`src/rtl/uart_pkg.sv`:
```
// Shared UART definitions: receive FSM states, framing constants, parity helper.
package uart_pkg;

   typedef enum logic [1:0] {
      IDLE,
      START,
      DATA,
      DONE
   } rx_state_t;

   localparam int unsigned STOP_BITS = 1;
   localparam int unsigned MIN_K     = 4;

   // Parity bit a transmitter appends to d: even parity when odd = 0, odd parity when odd = 1.
   function automatic logic parity_bit(input logic [7:0] d, input logic odd);
      return (^d) ^ odd;
   endfunction

endpackage

```
`src/rtl/rx_bit_timer.sv`:
```
// Loadable bit-period down-counter; tick pulses for one cycle when a loaded count expires.
module rx_bit_timer #(
   parameter int unsigned KW = 19
) (
   input  logic          clk,
   input  logic          reset,
   input  logic          load_half,
   input  logic          load_full,
   input  logic [KW-1:0] baud_k,
   output logic          tick
);

   logic [KW-1:0] cnt;
   logic          run;

   // Half-period load lands the start recheck half a bit in; full load is one bit minus the reload cycle.
   always_ff @(posedge clk or posedge reset) begin
      if (reset) begin
         cnt <= '0;
         run <= 1'b0;
      end else if (load_half) begin
         cnt <= baud_k >> 1;
         run <= 1'b1;
      end else if (load_full) begin
         cnt <= baud_k - KW'(1);
         run <= 1'b1;
      end else if (run) begin
         if (cnt == '0) run <= 1'b0;
         else           cnt <= cnt - KW'(1);
      end
   end

   assign tick = run && (cnt == '0);

endmodule

```
`src/rtl/uart_rx_engine.sv`:
```
// UART receive engine: synchronizer, start detect, mid-bit sampling, frame assembly and status.
module uart_rx_engine
   import uart_pkg::*;
#(
   parameter int unsigned KW = 19
) (
   input  logic          clk,
   input  logic          reset,
   input  logic          rx,
   input  logic [KW-1:0] baud_k,
   input  logic          eight,
   input  logic          pen,
   input  logic          ohel,
   input  logic          clear,
   output logic [7:0]    data,
   output logic          rx_rdy,
   output logic          perr,
   output logic          ferr,
   output logic          ovf
);

   logic       s1, rxs;
   rx_state_t  state;
   logic [3:0] bitcnt;
   logic [9:0] sr;
   logic       tick, load_half, load_full;
   logic [3:0] nbits;
   logic       last;
   logic [9:0] frame;
   logic [7:0] dbyte;
   logic       pbit;

   // Two-flop synchronizer, idles high so reset does not look like a start bit.
   always_ff @(posedge clk or posedge reset) begin
      if (reset) begin
         s1  <= 1'b1;
         rxs <= 1'b1;
      end else begin
         s1  <= rx;
         rxs <= s1;
      end
   end

   assign nbits = 4'd7 + {3'b000, eight} + {3'b000, pen} + 4'(STOP_BITS);
   // >= rather than == so a mid-frame shrink of the frame length still terminates.
   assign last  = (bitcnt + 4'd1) >= nbits;

   // Samples enter at bit 9, so the n-bit frame sits in the top n bits until shifted down.
   always_comb begin
      frame = sr >> (4'd10 - nbits);
      dbyte = eight ? frame[7:0] : {1'b0, frame[6:0]};
      pbit  = eight ? frame[8] : frame[7];
   end

   // Timer reloads: half period on start detect, full period after the recheck and each non-final sample.
   always_comb begin
      load_half = (state == IDLE) && !rxs;
      load_full = tick && (((state == START) && !rxs) || ((state == DATA) && !last));
   end

   rx_bit_timer #(.KW(KW)) u_timer (
      .clk       (clk),
      .reset     (reset),
      .load_half (load_half),
      .load_full (load_full),
      .baud_k    (baud_k),
      .tick      (tick)
   );

   // Receive FSM, shift register and host-visible status flags.
   always_ff @(posedge clk or posedge reset) begin
      if (reset) begin
         state  <= IDLE;
         bitcnt <= '0;
         sr     <= '0;
         data   <= '0;
         rx_rdy <= 1'b0;
         perr   <= 1'b0;
         ferr   <= 1'b0;
         ovf    <= 1'b0;
      end else begin
         case (state)
            IDLE: begin
               bitcnt <= '0;
               if (!rxs) state <= START;
            end
            START: begin
               if (tick) state <= rxs ? IDLE : DATA;
            end
            DATA: begin
               if (tick) begin
                  sr     <= {rxs, sr[9:1]};
                  bitcnt <= bitcnt + 4'd1;
                  if (last) state <= DONE;
               end
            end
            DONE: begin
               data  <= dbyte;
               perr  <= pen && (parity_bit(dbyte, ohel) != pbit);
               ferr  <= ~sr[9];
               state <= IDLE;
            end
            default: state <= IDLE;
         endcase

         if (state == DONE) begin
            rx_rdy <= 1'b1;
            ovf    <= rx_rdy && !clear;
         end else if (clear) begin
            rx_rdy <= 1'b0;
            ovf    <= 1'b0;
         end
      end
   end

endmodule

```
`config.mk`:
```
export PLATFORM = sky130hd
export DESIGN_NAME = uart_rx_engine
export DESIGN_NICKNAME = d
export VERILOG_FILES = /design/src/rtl/uart_pkg.sv /design/src/rtl/rx_bit_timer.sv /design/src/rtl/uart_rx_engine.sv
export SDC_FILE = /design/constraint.sdc
export NUM_CORES = 1
export LEC_CHECK = 0
export CORE_UTILIZATION = 54
export DETAILED_ROUTE_END_ITERATION = 8
export DONT_BUFFER_PORTS = 1
export PLACE_DENSITY_LB_ADDON = 0.05
export SLEW_MARGIN = 20
export SYNTH_ARGS = -nofsm -noshare
export SYNTH_HDL_FRONTEND = slang
export SYNTH_SLANG_ARGS = --single-unit
```
`constraint.sdc`:
```
create_clock -name clk -period 3.94 [get_ports clk]
set_clock_uncertainty 0.05 [all_clocks]
set_input_delay 0.197 -clock clk [delete_from_list [all_inputs] [get_ports clk]]
set_output_delay 0.197 -clock clk [all_outputs]
set_load 0.03 [all_outputs]
```
==> impl_metrics.yaml <==
cts:
  insertion_delay_ns: 0.31
  cts.sinks: 50
  clk_path_buf_depth: 2
  cts_inserted_buffers: 5
  cts_root_buf: "clkbuf_8"
  cts.clk_slew.worst_paths_ns: 0.10
  tritoncts: "built"
  htree_num_levels: 2
floorplanning:
  core_sq_um: 5990
  io_pins: 38
  start_util: 0.564
  rows: 28
  dieWidth_um: 81.1
  die_h_um: 81.1
  dieArea_sq_um: 6580
power:
  clkPwrFrac: 0.266
  p_sw_frac: 0.335
  peakVddDrop_mv: 0.268
  p_int_uw: 976
  powerDensity_nw_per_um2: 382
  seq_power_share: 0.479
  p_leak_uw: 0.00155
  combPwrFrac: 0.255
  p_sw_uw: 492
grt:
  grt_util_all_layers: 0.272
  grt_max_degree: 51
  antenna_found_initial: 0
  grt_pass1_vias: 2767
  grt_first_pass_wirelength_um: 13700
  overflow: 0
worst_setup_path:
  cp.arrival_ns: 3.92
  critPathSlowestCell: "dfrtp_2"
  startpoint: "bitcnt[0]"
  worstPathRequired_ns: 4.13
  crit_chain: "ha_1 > ha_1 > a2111o_1 > a311oi_4 > a21oi_2 > ha_2 > nor4b_4 > nand2b_1 > or2_2 > nor2_1 > o21ai_1 > or3_4 > a2111o_1 > a31oi_1"
  start_kind: "register"
  r2r-start: "bitcnt[0]"
  endpoint_kind: "register"
  path_max_fanout: 5
  slowest_delay_ns: 0.45
  critPathKind: "register to register"
synth:
  synth.top_cell.area_share: 0.356
  syn_inst: 379
  synth-edff-count: 0
  synth_nets: 411
  yosys_warnings: 0
  netlist_area_sq_um: 3380
  synth-async-reset-ratio: 1.00
  yosysSeqAreaShare: 0.371
  ys_ff_latch: 50
  syn-mean-instance-area_sq_um: 8.91
  synth_top_area_cell: "dfrtp_1"
  synth-main-ff-cell: "dfrtp_1"
  synthTopCellsByArea: "dfrtp_1 36%, mux2_2 5.3%, nand2_1 5.0%"
  synth_cell_types: 62
sta:
  period_needed_ns: 3.73
  setup_tns_ns: 0
  slew_violations: 0
  fin_crit_sh: 0.946
  fin_hold_ws_ns: 0.00926
  hold_violations: 0
  slew_headroom: 0.395
  tightest_slew_ns: 0.907
  setup_violations: 0
  fmax_mhz: 268
detailed_routing:
  viasPerCell: 6.39
  wire_per_inst_um: 17.6
  drtIter0Drc: 213
  dr.pass1.iters: 5
  drtAntennaViolNets: 0
  drt-met1-wl_um: 4170
  met3_length_um: 470
  highest_layer: "met4"
  drc_errors: 0
  wl_met2_um: 3620
  vias: 3031
  drt-total-wl_um: 8340
status:
  status: "finished clean"
final_layout:
  drive_above_1_share: 0.143
  areaGrowthSynthToFinish_pct: 13.7
  layout.nets: 430
  n_antenna_cell: 0
  final_cells: 474
  utilization: 0.641
  nFillCells: 510
place:
  dp.cells: 444
  portBuffers: 0
  gp_congestion: 0.917
  hpwlAfterDp_um: 5800
flow_run:
  drv_cap: 0
worst_hold_path:
  hold_start: "baud_k[15]"
  min_path_type: "input port to register"
## worst max-delay path, delay by kind of cell (launching register included)
| kind | cells | cell delay [ns] |
|---|---|---|
| simple gates | 5 | 1.18 |
| compound gates | 6 | 1.14 |
| fa+ha+maj | 3 | 0.86 |
| flops | 1 | 0.45 |
## registers in the layout, summed over array words and instances (netlist names), 4 cells and up, named ones only
name and cells:
sr 10, data 8, bitcnt 4, u_timer.cnt 19
## power by group through the flow
stage / Combinational [uW] / Clock [uW] / Sequential (uW)
floorplan: 291 / 0 / 677
global placement: 337 / 0 / 703
detailed placement: 344 / 0 / 704
CTS: 362 / 402 / 694
global route: 414 / 423 / 717
finish: 375 / 390 / 704
## layout by cell type, fill, tap and decap left out, types with 3 or more instances in the layout
cell type and instances:
dfrtp_1 47, nand2_1 45, o21ai_0 30, nor2_1 28, a21oi_1 21, dlygate4sd3_1 21
mux2_2 16, nor3_1 12, mux2i_1 11, or3_1 10, nand3_1 9, buf_4 9
inv_1 7, o211ai_1 7, xnor2_1 7, clkbuf_8 6, nand2b_1 5, xor2_1 5
a31oi_1 5, a22o_1 5, o31ai_1 5, ha_1 5, nor4_1 4, a21o_1 4
o22ai_1 4, or2_2 4, nand4_1 3, or3_4 3, a211oi_1 3, a32oi_1 3
and3_1 3, o221ai_1 3
## layer usage
| layer | global-route usage | vias to the layer above |
|---|---|---|
| met5 | 0 | - |
| met4 | 0.0750 | 0 |
| met3 | 0.0506 | 11 |
| met2 | 0.387 | 111 |
| met1 | 0.416 | 1445 |
| li1 | - | 1464 |
## metrics by stage
step                worst slack, ns  area, sq um  power (uW)
floorplan                   0.00954         3390         967
global placement              0.242         3470        1040
detailed placement           0.0740         3470        1050
CTS                          0.0611         3780        1460
global route               -0.00251         3840        1550
finish                        0.212         3840        1470
## cells by family (layout without fill, tap and decap cells)
family / after synthesis / count (layout) / synth area share
AND/OR/NAND/NOR: 141 / 141 / 0.219
AO/OA/AOI/OAI: 115 / 115 / 0.232
flip-flops: 50 / 50 / 0.371
multiplexers: 29 / 29 / 0.0948
buffers and inverters: 26 / 46 / 0.0296
XOR/XNOR: 12 / 12 / 0.0311
adder cells (fa/ha/maj): 6 / 6 / 0.0222
## cells in the mapped netlist (2+ instances only)
library cell	n
a2111o_1	2
a211o_1	2
a211oi_1	3
a21o_1	4
a21oi_1	22
a221oi_1	2
a22o_1	5
a22oi_1	2
a31oi_1	5
a32oi_1	3
and3_1	3
buf_2	2
clkbuf_1	16
dfrtp_1	48
dfstp_2	2
ha_1	6
inv_1	8
mux2_2	16
mux2_4	2
mux2i_1	11
nand2_1	45
nand2b_1	5
nand3_1	9
nand4_1	3
nor2_1	28
nor2b_1	2
nor3_1	13
nor3b_1	2
nor4_1	4
nor4b_1	2
o211ai_1	7
o21a_1	2
o21ai_0	30
o21ai_1	2
o221ai_1	3
o22ai_1	4
o31ai_1	5
or2_2	4
or3_1	11
or3_4	2
xnor2_1	7
xor2_1	5
## timing repair
item / CTS / global route
hold buffers: 19 / 2
gates resized for setup: 0 / 5
setup endpoints to repair: 0 / 2
setup buffers: 0 / 1
endpoints found under the hold margin: 20 / 49
## area by class of cell
| cell class | count | area [sq um] | area share |
|---|---|---|---|
| Timing Repair Buffer | 30 | 278 | 0.0723 |
| Clock inverter | 2 | 38.8 | 0.0101 |
| Inverter | 8 | 31.3 | 0.00814 |
| Sequential cell | 50 | 1250 | 0.327 |
| Multi-Input combinational cell | 303 | 2060 | 0.537 |
| Tap cell | 75 | 93.8 | 0.0244 |
| Clock buffer | 6 | 82.6 | 0.0215 |
## path summary, 6_finish.rpt
| kind | endpoint | slack, ns | cells after the start |
|---|---|---|---|
| max in group asynchronous | bitcnt[0] | 2.80 | 2 |
| hold reg to reg | rxs | 0.32 | 0 |
| setup / recovery | u_timer.cnt[18] | 0.21 | 14 |
| hold / removal | u_timer.cnt[14] | 0.009 | 2 |
| setup reg to reg | u_timer.cnt[18] | 0.21 | 14 |
| min in group asynchronous | u_timer.cnt[13] | 0.45 | 2 |
Note: power is estimated with default switching activity, not from simulation.
